==> src/rtl/i2s_mic_rx.sv <==
// I2S capture from the codec ADC path: oversamples bclk/lrclk/adcdat in the clk domain and
// delivers left/right pairs over a valid/ready handshake, with alignment, lock and overflow status.
module i2s_mic_rx #(
    parameter int SAMPLE_W    = 16,
    parameter int SYNC_STAGES = 2,
    parameter int TIMEOUT_CYC = 256
) (
    input  logic                clk,
    input  logic                resetn,
    input  logic                bclk,
    input  logic                lrclk,
    input  logic                adcdat,
    input  logic                out_ready,
    input  logic                ovf_clr,
    output logic                out_valid,
    output logic [SAMPLE_W-1:0] out_left,
    output logic [SAMPLE_W-1:0] out_right,
    output logic                overflow,
    output logic                frame_err,
    output logic                locked
);

    localparam int CNT_W = $clog2(SAMPLE_W + 1);
    localparam int TO_W  = $clog2(TIMEOUT_CYC + 1);

    typedef enum logic [1:0] {ALIGN, DELAY, SHIFT, HOLD} state_t;

    logic [1:0]             rst_sync_q;
    logic                   rst_n;
    logic [SYNC_STAGES-1:0] bclk_sync_q, lr_sync_q, dat_sync_q;
    logic                   bclk_s, lr_s, dat_s, bclk_last_q, brise, lr_edge, timeout;

    state_t                 state_q, state_d;
    logic [SAMPLE_W-2:0]    sr_q, sr_d;
    logic [SAMPLE_W-1:0]    word;
    logic [CNT_W-1:0]       bitcnt_q, bitcnt_d;
    logic                   slot_lr_q, slot_lr_d;
    logic                   lr_last_q, lr_last_d;
    logic                   pend_valid_q, pend_valid_d;
    logic [SAMPLE_W-1:0]    pend_left_q, pend_left_d;
    logic                   pair_fire;
    logic                   out_valid_q, out_valid_d;
    logic [SAMPLE_W-1:0]    out_left_q, out_left_d, out_right_q, out_right_d;
    logic                   overflow_q, overflow_d;
    logic                   frame_err_q, frame_err_d;
    logic                   locked_q, locked_d;
    logic [TO_W-1:0]        to_cnt_q, to_cnt_d;

    // Reset asserts asynchronously but releases only after two clk edges.
    always_ff @(posedge clk or negedge resetn) begin
        if (!resetn) rst_sync_q <= '0;
        else         rst_sync_q <= {rst_sync_q[0], 1'b1};
    end
    assign rst_n = rst_sync_q[1];

    always_ff @(posedge clk or negedge rst_n) begin
        if (!rst_n) begin
            bclk_sync_q <= '0;
            lr_sync_q   <= '0;
            dat_sync_q  <= '0;
            bclk_last_q <= 1'b0;
        end else begin
            bclk_sync_q <= {bclk_sync_q[SYNC_STAGES-2:0], bclk};
            lr_sync_q   <= {lr_sync_q[SYNC_STAGES-2:0], lrclk};
            dat_sync_q  <= {dat_sync_q[SYNC_STAGES-2:0], adcdat};
            bclk_last_q <= bclk_s;
        end
    end

    assign bclk_s  = bclk_sync_q[SYNC_STAGES-1];
    assign lr_s    = lr_sync_q[SYNC_STAGES-1];
    assign dat_s   = dat_sync_q[SYNC_STAGES-1];
    assign brise   = bclk_s & ~bclk_last_q;
    assign lr_edge = lr_s ^ lr_last_q;
    assign word    = {sr_q, dat_s};
    assign timeout = (to_cnt_q == TO_W'(TIMEOUT_CYC));

    // Slot tracking: the brise that reveals an lr change is the I2S delay bit, so the
    // MSB is captured on the following brise while leaving DELAY.
    always_comb begin
        state_d      = state_q;
        sr_d         = sr_q;
        bitcnt_d     = bitcnt_q;
        slot_lr_d    = slot_lr_q;
        lr_last_d    = lr_last_q;
        pend_valid_d = pend_valid_q;
        pend_left_d  = pend_left_q;
        frame_err_d  = 1'b0;
        pair_fire    = 1'b0;
        if (brise) begin
            lr_last_d = lr_s;
            case (state_q)
                ALIGN: begin
                    if (lr_edge && !lr_s) begin
                        state_d   = DELAY;
                        slot_lr_d = 1'b0;
                        bitcnt_d  = '0;
                    end
                end
                DELAY, SHIFT: begin
                    if (lr_edge) begin
                        frame_err_d  = 1'b1;
                        pend_valid_d = 1'b0;
                        slot_lr_d    = lr_s;
                        bitcnt_d     = '0;
                        state_d      = lr_s ? ALIGN : DELAY;
                    end else begin
                        sr_d     = word[SAMPLE_W-2:0];
                        bitcnt_d = (state_q == DELAY) ? CNT_W'(1) : bitcnt_q + CNT_W'(1);
                        state_d  = SHIFT;
                        if (state_q == SHIFT && bitcnt_q == CNT_W'(SAMPLE_W - 1)) begin
                            state_d = HOLD;
                            if (!slot_lr_q) begin
                                pend_left_d  = word;
                                pend_valid_d = 1'b1;
                            end else begin
                                pair_fire    = pend_valid_q;
                                pend_valid_d = 1'b0;
                            end
                        end
                    end
                end
                HOLD: begin
                    if (lr_edge) begin
                        state_d   = DELAY;
                        slot_lr_d = lr_s;
                        bitcnt_d  = '0;
                    end
                end
                default: state_d = ALIGN;
            endcase
        end
        if (timeout) begin
            state_d      = ALIGN;
            pend_valid_d = 1'b0;
        end
    end

    // Output holding register, sticky overflow, lock and bclk-loss watchdog.
    always_comb begin
        out_valid_d = out_valid_q;
        out_left_d  = out_left_q;
        out_right_d = out_right_q;
        overflow_d  = overflow_q;
        locked_d    = locked_q;
        to_cnt_d    = to_cnt_q;
        if (ovf_clr)
            overflow_d = 1'b0;
        if (out_valid_q && out_ready)
            out_valid_d = 1'b0;
        if (pair_fire) begin
            locked_d = 1'b1;
            if (!out_valid_q || out_ready) begin
                out_valid_d = 1'b1;
                out_left_d  = pend_left_q;
                out_right_d = word;
            end else begin
                overflow_d = 1'b1;
            end
        end
        if (brise)
            to_cnt_d = '0;
        else if (!timeout)
            to_cnt_d = to_cnt_q + TO_W'(1);
        if (timeout)
            locked_d = 1'b0;
    end

    always_ff @(posedge clk or negedge rst_n) begin
        if (!rst_n) begin
            state_q      <= ALIGN;
            sr_q         <= '0;
            bitcnt_q     <= '0;
            slot_lr_q    <= 1'b0;
            lr_last_q    <= 1'b0;
            pend_valid_q <= 1'b0;
            pend_left_q  <= '0;
            out_valid_q  <= 1'b0;
            out_left_q   <= '0;
            out_right_q  <= '0;
            overflow_q   <= 1'b0;
            frame_err_q  <= 1'b0;
            locked_q     <= 1'b0;
            to_cnt_q     <= '0;
        end else begin
            state_q      <= state_d;
            sr_q         <= sr_d;
            bitcnt_q     <= bitcnt_d;
            slot_lr_q    <= slot_lr_d;
            lr_last_q    <= lr_last_d;
            pend_valid_q <= pend_valid_d;
            pend_left_q  <= pend_left_d;
            out_valid_q  <= out_valid_d;
            out_left_q   <= out_left_d;
            out_right_q  <= out_right_d;
            overflow_q   <= overflow_d;
            frame_err_q  <= frame_err_d;
            locked_q     <= locked_d;
            to_cnt_q     <= to_cnt_d;
        end
    end

    assign out_valid = out_valid_q;
    assign out_left  = out_left_q;
    assign out_right = out_right_q;
    assign overflow  = overflow_q;
    assign frame_err = frame_err_q;
    assign locked    = locked_q;

endmodule

==> config.mk <==
export PLATFORM = sky130hd
export DESIGN_NAME = i2s_mic_rx
export DESIGN_NICKNAME = d
export VERILOG_FILES = /design/src/rtl/i2s_mic_rx.sv
export SDC_FILE = /design/constraint.sdc
export NUM_CORES = 1
export LEC_CHECK = 0
export CAP_MARGIN = 25
export CORE_MARGIN = 2
export CORE_UTILIZATION = 35
export CTS_CLUSTER_SIZE = 25
export DETAILED_ROUTE_END_ITERATION = 6
export PLACE_DENSITY = 0.61
export SLEW_MARGIN = 20
export SYNTH_ARGS = -nofsm -noshare
export SYNTH_HDL_FRONTEND = slang
export SYNTH_SLANG_ARGS = --single-unit
==> constraint.sdc <==
create_clock -name clk -period 3.8 [get_ports clk]
set_input_delay 0.38 -clock clk [delete_from_list [all_inputs] [get_ports clk]]
set_output_delay 0.38 -clock clk [all_outputs]
set_load 0.02 [all_outputs]
Word level (Yosys, flattened, before mapping):

Index checks and enable logic that the tools add are counted.

* register bits: 95
* bits in latches: 0
* memory bits (writable): 0
* memory bits (read-only): 0
* input port bits: 7
* word-level logic and storage cells: 97
* memories kept: 0

* $add $sub $neg: 2
* multiply operators: 0
* divide/modulo/power cells: 0
* order comparisons: 0
* equal/unequal tests: 11
* shifts and indexed selects: 0
* muxes and demuxes: 40
* bitwise logic cells: 5
* reductions and logical operators: 20

Operator list (count)
* two-way mux 1 bit: 26
* two-way mux 5 bit: 4
* two-way mux 9 bit: 2
* one-hot mux 5 bit (3 select lines): 1
* AND reduction 3 bit: 5
* two-way mux 2 bit: 5
* adder 9 x 1 -> 9 bit (second input constant): 1
* == test 9 bit (second input constant): 1
* inequality test 2 bit (second input constant): 3
* inequality test 3 bit (second input constant): 2
* one-hot mux 2 bit (3 select lines): 1
* nonzero test 2 bit: 3
* adder 5 x 1 -> 5 bit (second input constant): 1
* == test 5 x 4 -> 1 bit (second input constant): 1
* AND reduction 5 bit: 1
* == test 2 bit (second input constant): 2
* logical AND 1 bit: 3
* NOT 1 bit: 3
* nonzero test 3 bit: 1
* OR reduction 3 bit: 1
* == test 2 x 1 -> 1 bit (second input constant): 1
* logical NOT 1 bit: 2
* logical NOT 2 bit: 1
* inequality test 2 x 1 -> 1 bit (second input constant): 1
* other kinds (6): 6

Longest topological paths before layout:

* depth in word-level cells: 8
* gate-level depth with buffers: 8

Least setup slack after synthesis:

OpenSTA, ideal clock, no wires.

* path type: register -> register
* from: register bitcnt_q[0]
* to: register pend_left_q[10]
* library setup time: 0.125 ns
* arrival time: 1.974 ns
* data required time: 3.675 ns
* path slack: 1.701 ns
* stages on the path, launching flop included: 9
* period minus slack after synthesis: 2.099 ns
* cells stage by stage: dfrtp_1 ha_1 and3_1 ha_1 nand2_1 or4b_4 buf_6 buf_12 mux2_4

* longest elaborated chain between the ends: 3

RTL lines
* from (decl): line 36 `logic [CNT_W-1:0] bitcnt_q, bitcnt_d;`
* from (signal assigned): line 188 `bitcnt_q <= bitcnt_d;`
* == test 5 x 4 -> 1 bit: line 111 `if (state_q == SHIFT && bitcnt_q == CNT_W'(SAMPLE_W - 1)) begin`
* logical AND 1 bit: line 111
* AND reduction 5 bit (no line)
* to (signal assigned): line 192 `pend_left_q <= pend_left_d;`
* to (decl): line 40 `logic [SAMPLE_W-1:0] pend_left_q, pend_left_d;`

No other way between the ends.
A chain may end at the register's enable or synchronous reset.

Final worst setup path:

* from: register lr_sync_q[1]
* to: register out_right_q[5], in the netlist out_right[5]

* longest elaborated chain between the ends: 5

RTL lines
* from (decl): line 30 `logic [SYNC_STAGES-1:0] bclk_sync_q, lr_sync_q, dat_sync_q;`
* from (signal assigned): line 64 `lr_sync_q <= {lr_sync_q[SYNC_STAGES-2:0], lrclk};`
* bitwise XOR 1 bit: line 74 `assign lr_edge = lr_s ^ lr_last_q;`
* two-way mux 1 bit: line 101 `if (lr_edge) begin`
* two-way mux 1 bit: line 92 `case (state_q)`
* two-way mux 1 bit: line 90 `if (brise) begin`
* AND reduction 2 bit (no line)
* to (signal assigned): line 195 `out_right_q <= out_right_d;`
* to (decl): line 43 `logic [SAMPLE_W-1:0] out_left_q, out_left_d, out_right_q, out_right_d;`

No other way between the ends.

==> run summary <==
The stage delay of the slowest cell on the critical path came out at roughly 0.50 ns. In the layout the commonest cells are 94 x sky130_fd_sc_hd__dfrtp_1, 56 x sky130_fd_sc_hd__mux2_2, 42 x sky130_fd_sc_hd__clkdlybuf4s50_1. The critical path launch point type is a flip-flop.

The headroom to the max-slew limit came out at 0.553. Of the total synthesized cell area, the portion taken by full adders, half adders and majority gates is 0.0317. In this run, post-CTS repair resized a total of 0 instances.

The die footprint is 12100 sq um. The top-level port count is 43. The final routed DRC violation total is 0. Relative to the synthesized area, the layout overhead comes to 22.9%. The post-synthesis compound-gate area fraction is 0.0501. After clock tree synthesis, the clock-pin slew on the worst setup and hold paths is 0.07 ns. The critical path required time came out at around 4 ns. Setup violations remaining at the end of the flow were counted as 0.

The largest net degree at the start of global routing is 80. The actual slew at the worst max-slew pin came out at 0.661 ns. The minimum clock period is 2.41 ns. The flow ran to the end, and the final reports show no timing, DRC or antenna violations. For this run, the leading register cell type out of synthesis is sky130_fd_sc_hd__dfrtp_1. After the first detailed-routing iteration, the DRC count stood at 68. The sum of routed wire length over all layers is 6.70 mm. The via count of the first global-routing pass came out at 2307.

The endpoint arrival time on the critical path came out at 2.63 ns. The wire length of the first global-routing pass is 11.6 mm. Overall power consumption after layout is estimated at between 2000 and 2500 uW.

The internal power of the cells totals 1790 uW. The count of max-cap constraint violations is 0. The number of enable-type register cells in the synthesized netlist came out at 0. The main combinational cell family by area after synthesis is multiplexers. The final-report max-slew violation count came out at 0. Derived from the worst setup path, the maximum achievable clock frequency is 0.415 GHz. The clock latency on the worst-skew pair is 0.33 ns. The diode insertion count for antenna repair is 0. The average detailed-routed wire length per instance came out at about 14 microns. After floorplanning, the core was divided into 38 placement rows. The worst-case IR drop observed on VDD is 246 uV. Dividing the final minimum period by the clock period gives 0.634. The part of the total power dissipated in combinational logic came out at 0.135.

The number of detailed-routing iterations run before antenna repair came out at 4. The commonest non-fill, non-tap cell in the layout is sky130_fd_sc_hd__dfrtp_1. The simple-gate area share of the yosys netlist is 0.0859. The Yosys step of the flow raised 0 warnings. The maximum buffer depth of the clock tree is 2. The synthesized area came out at 3950 sq um. The chip width came out at 110 microns.

The share of the synthesized netlist area taken by xor and xnor gates is 0.00444. The half-perimeter wire length after detailed placement came out at 4.38 mm. The worst register-to-register path begins at lr_sync_q[1]. The number of routed nets with antenna violations came out at 0. The total count of hold-check failures in the final report came out at 0. The end of the worst register-to-register path is out_right[5]. STA classifies the critical path endpoint as a flip-flop. The level count of the clock H-tree came out at 3. In this run, synthesis produced a sequential element count of 95. The net load switching power is roughly 640 uW.

The master of the slowest instance on the critical path is sky130_fd_sc_hd__ha_1. At the end of the flow, the number of nets in the layout was 344. The clock root buffer master is sky130_fd_sc_hd__clkbuf_16. The kind of critical path is reg2reg. The initial antenna violation count is 0. Counting distinct cell types in the post-synthesis netlist gives 43.

The via count came out at 2272. The post-synthesis mux area share is 0.197. The die outline height is 110 microns. The total setup buffers inserted after CTS came out at 0. The count of clock tree sinks came out at 95. The net count after synthesis is 295. In this run, CTS created clock tree buffers numbering 9. Counting the fill cells in the layout gives 991. The reg-to-reg setup timing slack is 1.39 ns. For this design the ratio of total power to cell area is around 500 nW/um^2. Setup total negative slack on the finished layout was measured at 0 ns. The mean cell area of the mapped netlist is 14.2 sq um. The number of input and output port buffers inserted is 42.

In this run the static leakage power is 0.00228 uW. The sequential group share of total power is 0.483. The share of post-route cells with drive strength above 1 is 0.286. The final worst clock skew is 0.00499 ns. Buffers inserted to repair hold after CTS numbered 0. The instance count of the mapped netlist came out at around 280. The critical path goes through inv_1, ha_1, nand4b_2, buf_4, nor3b_4, buf_4, mux2_2.

Of the total power, the clock network draws 0.383. The mean number of vias per cell is 4.81. The switching power as a share of total power is 0.263. The most frequent cell on the critical path is sky130_fd_sc_hd__buf_4. Setup repair after global routing left no endpoint under its margin. The initial cell density of the core came out at 0.361.

The async set-or-reset flop fraction in the synthesized netlist came out at 1.00. The total track usage is 0.124. The path class of the tightest hold or removal check is in2async. The area of the core is 10900 sq um. The top fanout value on the critical path came out at 32.

The placer congestion estimate is just over 0.8. TritonCTS built the clock tree. The global route total overflow came out at 0. Of the synthesized area, sequential elements account for 0.602. The number of cells on the worst reg-to-reg path is 7.
==> per-layer routing <==
layer,GRT usage,vias to the layer above,routed length [microns]
li1,-,1100,-
met1,0.182,1126,3430
met2,0.177,40,2970
met3,0.0288,6,209
met4,0.0509,0,93
met5,0,-,0
==> power groups by stage <==
stage	clock network [uW]	logic [uW]	registers [uW]
finish	931	327	1170
global route	1000	379	1190
detailed placement	0	318	1200
global placement	0	314	1200
CTS	957	321	1180
floorplan	0	253	1180
==> how the worst max path moves through the flow <==
stage,from,to,depth (start not counted)
6_report,lr_sync_q[1],out_right[5],7
5_1_grt,lr_sync_q[1],out_right[6],7
4_1_cts,lr_sync_q[1],out_right[15],7
3_5_place_dp,lr_sync_q[1],out_right[15],7
3_3_place_gp,lr_sync_q[1],out_right[12],7
2_1_floorplan,rst_sync_q[1],bclk_last_q,0
==> worst max-delay path, delay by kind of cell (launching register included) <==
family | cells | cell delay, ns
adders and majority gates | 1 | 0.50
buffers and inverters | 3 | 0.68
DFF | 1 | 0.35
muxes | 1 | 0.39
and+or+nand+nor | 2 | 0.34
==> cells by family after synthesis <==
| family | count (synthesis) |
|---|---|
| flops | 95 |
| mux | 66 |
| simple gates | 52 |
| compound gates | 32 |
| buf+inv | 20 |
| fa+ha+maj | 10 |
| xor+xnor | 2 |
| other cells | 1 |
==> through the flow <==
step | utilization | hold slack, ns | std cells | worst slack (ns) | area [sq um]
6_report | 0.443 | 0.203 | 472 | 1.39 | 4850
4_1_cts | 0.442 | 0.192 | 471 | 1.38 | 4830
2_1_floorplan | - | 0.0844 | 278 | 0.958 | 3950
3_5_place_dp | 0.413 | 0.340 | 455 | 1.38 | 4510
3_3_place_gp | 0.413 | 0.333 | 455 | 1.43 | 4510
5_1_grt | 0.443 | 0.195 | 472 | 1.20 | 4850
==> cell usage after synthesis (3+ instances only) <==
cell / instances / area, sq um
sky130_fd_sc_hd__mux2_4: 9 / 135
sky130_fd_sc_hd__a21oi_1: 10 / 50.1
sky130_fd_sc_hd__nand2_1: 8 / 30.0
sky130_fd_sc_hd__nor2b_1: 6 / 37.5
sky130_fd_sc_hd__buf_4: 3 / 22.5
sky130_fd_sc_hd__mux2_2: 56 / 631
sky130_fd_sc_hd__a31oi_1: 3 / 18.8
sky130_fd_sc_hd__nand2b_1: 4 / 25.0
sky130_fd_sc_hd__o21ai_0: 9 / 45.0
sky130_fd_sc_hd__inv_1: 11 / 41.3
sky130_fd_sc_hd__dfrtp_1: 95 / 2380
sky130_fd_sc_hd__nor4b_1: 4 / 35.0
sky130_fd_sc_hd__ha_1: 10 / 125
sky130_fd_sc_hd__nand4_1: 3 / 18.8
sky130_fd_sc_hd__or3_1: 4 / 25.0
sky130_fd_sc_hd__nand3_1: 4 / 20.0
sky130_fd_sc_hd__clkbuf_1: 4 / 15.0
sky130_fd_sc_hd__nor2_1: 4 / 15.0
sky130_fd_sc_hd__and3_1: 3 / 18.8
==> flip-flops by register name, summed over array words and instances (netlist names) <==
| register | count |
|---|---|
| out_valid | 1 |
| bitcnt_q | 5 |
| lr_last_q | 1 |
| pend_left_q | 16 |
| sr_q | 15 |
| locked | 1 |
| out_left | 16 |
| to_cnt_q | 9 |
| bclk_last_q | 1 |
| frame_err | 1 |
| state_q | 2 |
| overflow | 1 |
| dat_sync_q | 2 |
| bclk_sync_q | 2 |
| rst_sync_q | 2 |
| out_right | 16 |
| pend_valid_q | 1 |
| slot_lr_q | 1 |
| lr_sync_q | 2 |
==> area by class of cell <==
class | instances | area (sq um) | share of cell area
inverters | 11 | 41.3 | 0.00852
flip-flops and latches | 95 | 2380 | 0.491
clock inverters | 5 | 62.6 | 0.0129
multi-input cells | 163 | 1470 | 0.302
well taps | 140 | 175 | 0.0361
clock buffers | 11 | 253 | 0.0521
repair buffers | 47 | 470 | 0.0970
Power figures use the tool's default switching activity.
==> edit (same flow settings) <==
Set the parameter `TIMEOUT_CYC` to 512 (it was 256).
--- a/src/rtl/i2s_mic_rx.sv
+++ b/src/rtl/i2s_mic_rx.sv
@@ -5,3 +5,3 @@
     parameter int SYNC_STAGES = 2,
-    parameter int TIMEOUT_CYC = 256
+    parameter int TIMEOUT_CYC = 512
 ) (
Behaviour: no difference found for any inputs over 10 cycles, from zero or initial values and one cycle with resetn low; that may be too few to reach the edited logic, so the function may still have changed.
==> edit against the unedited design <==
Total power fell by 3.0%; die area rose by 1.2%; worst hold slack improved by 0.0010 ns; routed wire length fell by 2.9%; setup slack improved by 0.025 ns; design area barely moved; sequential cell count rose by 1; combinational power fell by 6%; synthesized area rose by 1.2%.
==> edit: results (changes against the unedited design) <==
| Metric | Value |
|---|---|
| WHS | `0.204 ns (+0.00101 ns)` |
| Area of placed instances | `4550 µm² (+0.89%)` |
| Layout Nets | `345 (+0.29%)` |
| Hpwl dp | `4.26 mm (-2.5%)` |
| Avg Synthesized Cell Area | `14.2 µm² (-0.23%)` |
| Pre-CTS setup slack | `1.40 ns (+0.0147 ns)` |
| Skew final | `0.00876 ns (+0.00377 ns)` |
| Placed instance count | `460 (+1.1%)` |
| Starting DRC count in detailed routing | `106 (+56%)` |
| DR WL met3 | `246 µm (+18%)` |
| Synth top area cells | `dfrtp_1 60%, mux2_2 15%, mux2_4 3.4%` |
| Mapped Nets | `299 (+1.4%)` |
| Via/cell ratio | `4.80 (-0.23%)` |
| RR Endpoint | `out_right[14]` |
| Post-Syn Area | `3990 µm² (+1.2%)` |
| Worst-path maximum fanout | `32 (unchanged)` |
| WP data arrival | `2.59 ns (-0.04 ns)` |
| Seq. cell area | `2410 µm² (+1.1%)` |
| Drt total wl | `6.51 mm (-2.9%)` |
| Fmax | `419 MHz (+1.0%)` |
| P_leak | `2.27 nW (-0.12%)` |
| Non-clk invs | `10 (-1)` |
| Vias in the first global route | `2235 (-3.1%)` |
| Total track usage | `0.111 (-0.0132)` |
| Worst-path clk slew | `0.07 ns (about the same)` |
| Nonclk buf count | `45 (-4.3%)` |
| Status | `finished, final reports clean` |
| Non-clock buffering overhead | `0.0914 (-0.00561)` |
| Fraction of layout cells with a size suffix above 1 | `0.267 (-0.0189)` |
| Routability cong. | `0.784 (-3.5%)` |
| Largest net degree at the start of global routing | `72 (-10%)` |
| Multi-Input Combinational | `166 (+1.8%)` |
| Element type at the critical path end | `register` |
| Vias | `2286 (+0.62%)` |
| RR Startpoint | `state_q[0]` |
| Post-synthesis sequential area ratio | `0.602 (-0.000906)` |
| Post-synthesis cell type count | `48 (+12%)` |
| R2r worst-path depth | `7 (unchanged)` |
| M1 wire length | `3.28 mm (-4.4%)` |
| Number of fill cells | `1048 (+5.8%)` |
| Switch Pwr | `629 µW (-1.6%)` |
| Fraction of area in multi-input gates | `0.307 (+0.00488)` |
| First-pass GRT wire length | `11.1 mm (-4.2%)` |
| H-tree depth | `3 (unchanged)` |
| CP max stage delay | `0.43 ns (-0.07 ns)` |
| Clock-cell share of area | `0.0602 (-0.00486)` |
| Synth top cells by count | `96 x dfrtp_1, 53 x mux2_2, 14 x nand2_1, 10 x ha_1, 10 x inv_1` |
| Comb pwr share | `0.131 (-0.004)` |
| Worst VDD drop | `241 µV (-1.9%)` |
| Cell area after layout | `4840 µm² (about the same)` |
| Worst-Skew Late Latency | `0.33 ns (about the same)` |
-- edit: power groups by stage --
stage | clock network [mW] | registers (mW) | logic, mW
floorplan | 0 | 1.19 | 0.240
global placement | 0 | 1.21 | 0.305
detailed placement | 0 | 1.21 | 0.307
CTS | 0.888 | 1.19 | 0.310
global route | 0.927 | 1.21 | 0.346
finish | 0.858 | 1.19 | 0.308
-- edit: cells by family (layout without fill, tap and decap cells) --
kind of cell | after synthesis | in the layout | synth area share
muxes | 68 | 68 | 0.199
AOI/OAI and AO/OA | 29 | 29 | 0.0470
adders and majority gates | 10 | 10 | 0.0313
xor gates and xnor gates | 2 | 2 | 0.00439
buffers and inverters | 20 | 71 | 0.0276
DFF | 96 | 96 | 0.602
other | 1 | 1 | 0.000939
and+or+nand+nor | 56 | 56 | 0.0880
-- edit: per-layer routing --
metal	global-route usage	vias to the layer above
met1	0.154	1129
met5	0	-
met2	0.169	38
met3	0.0323	8
met4	0.0350	0
li1	-	1111
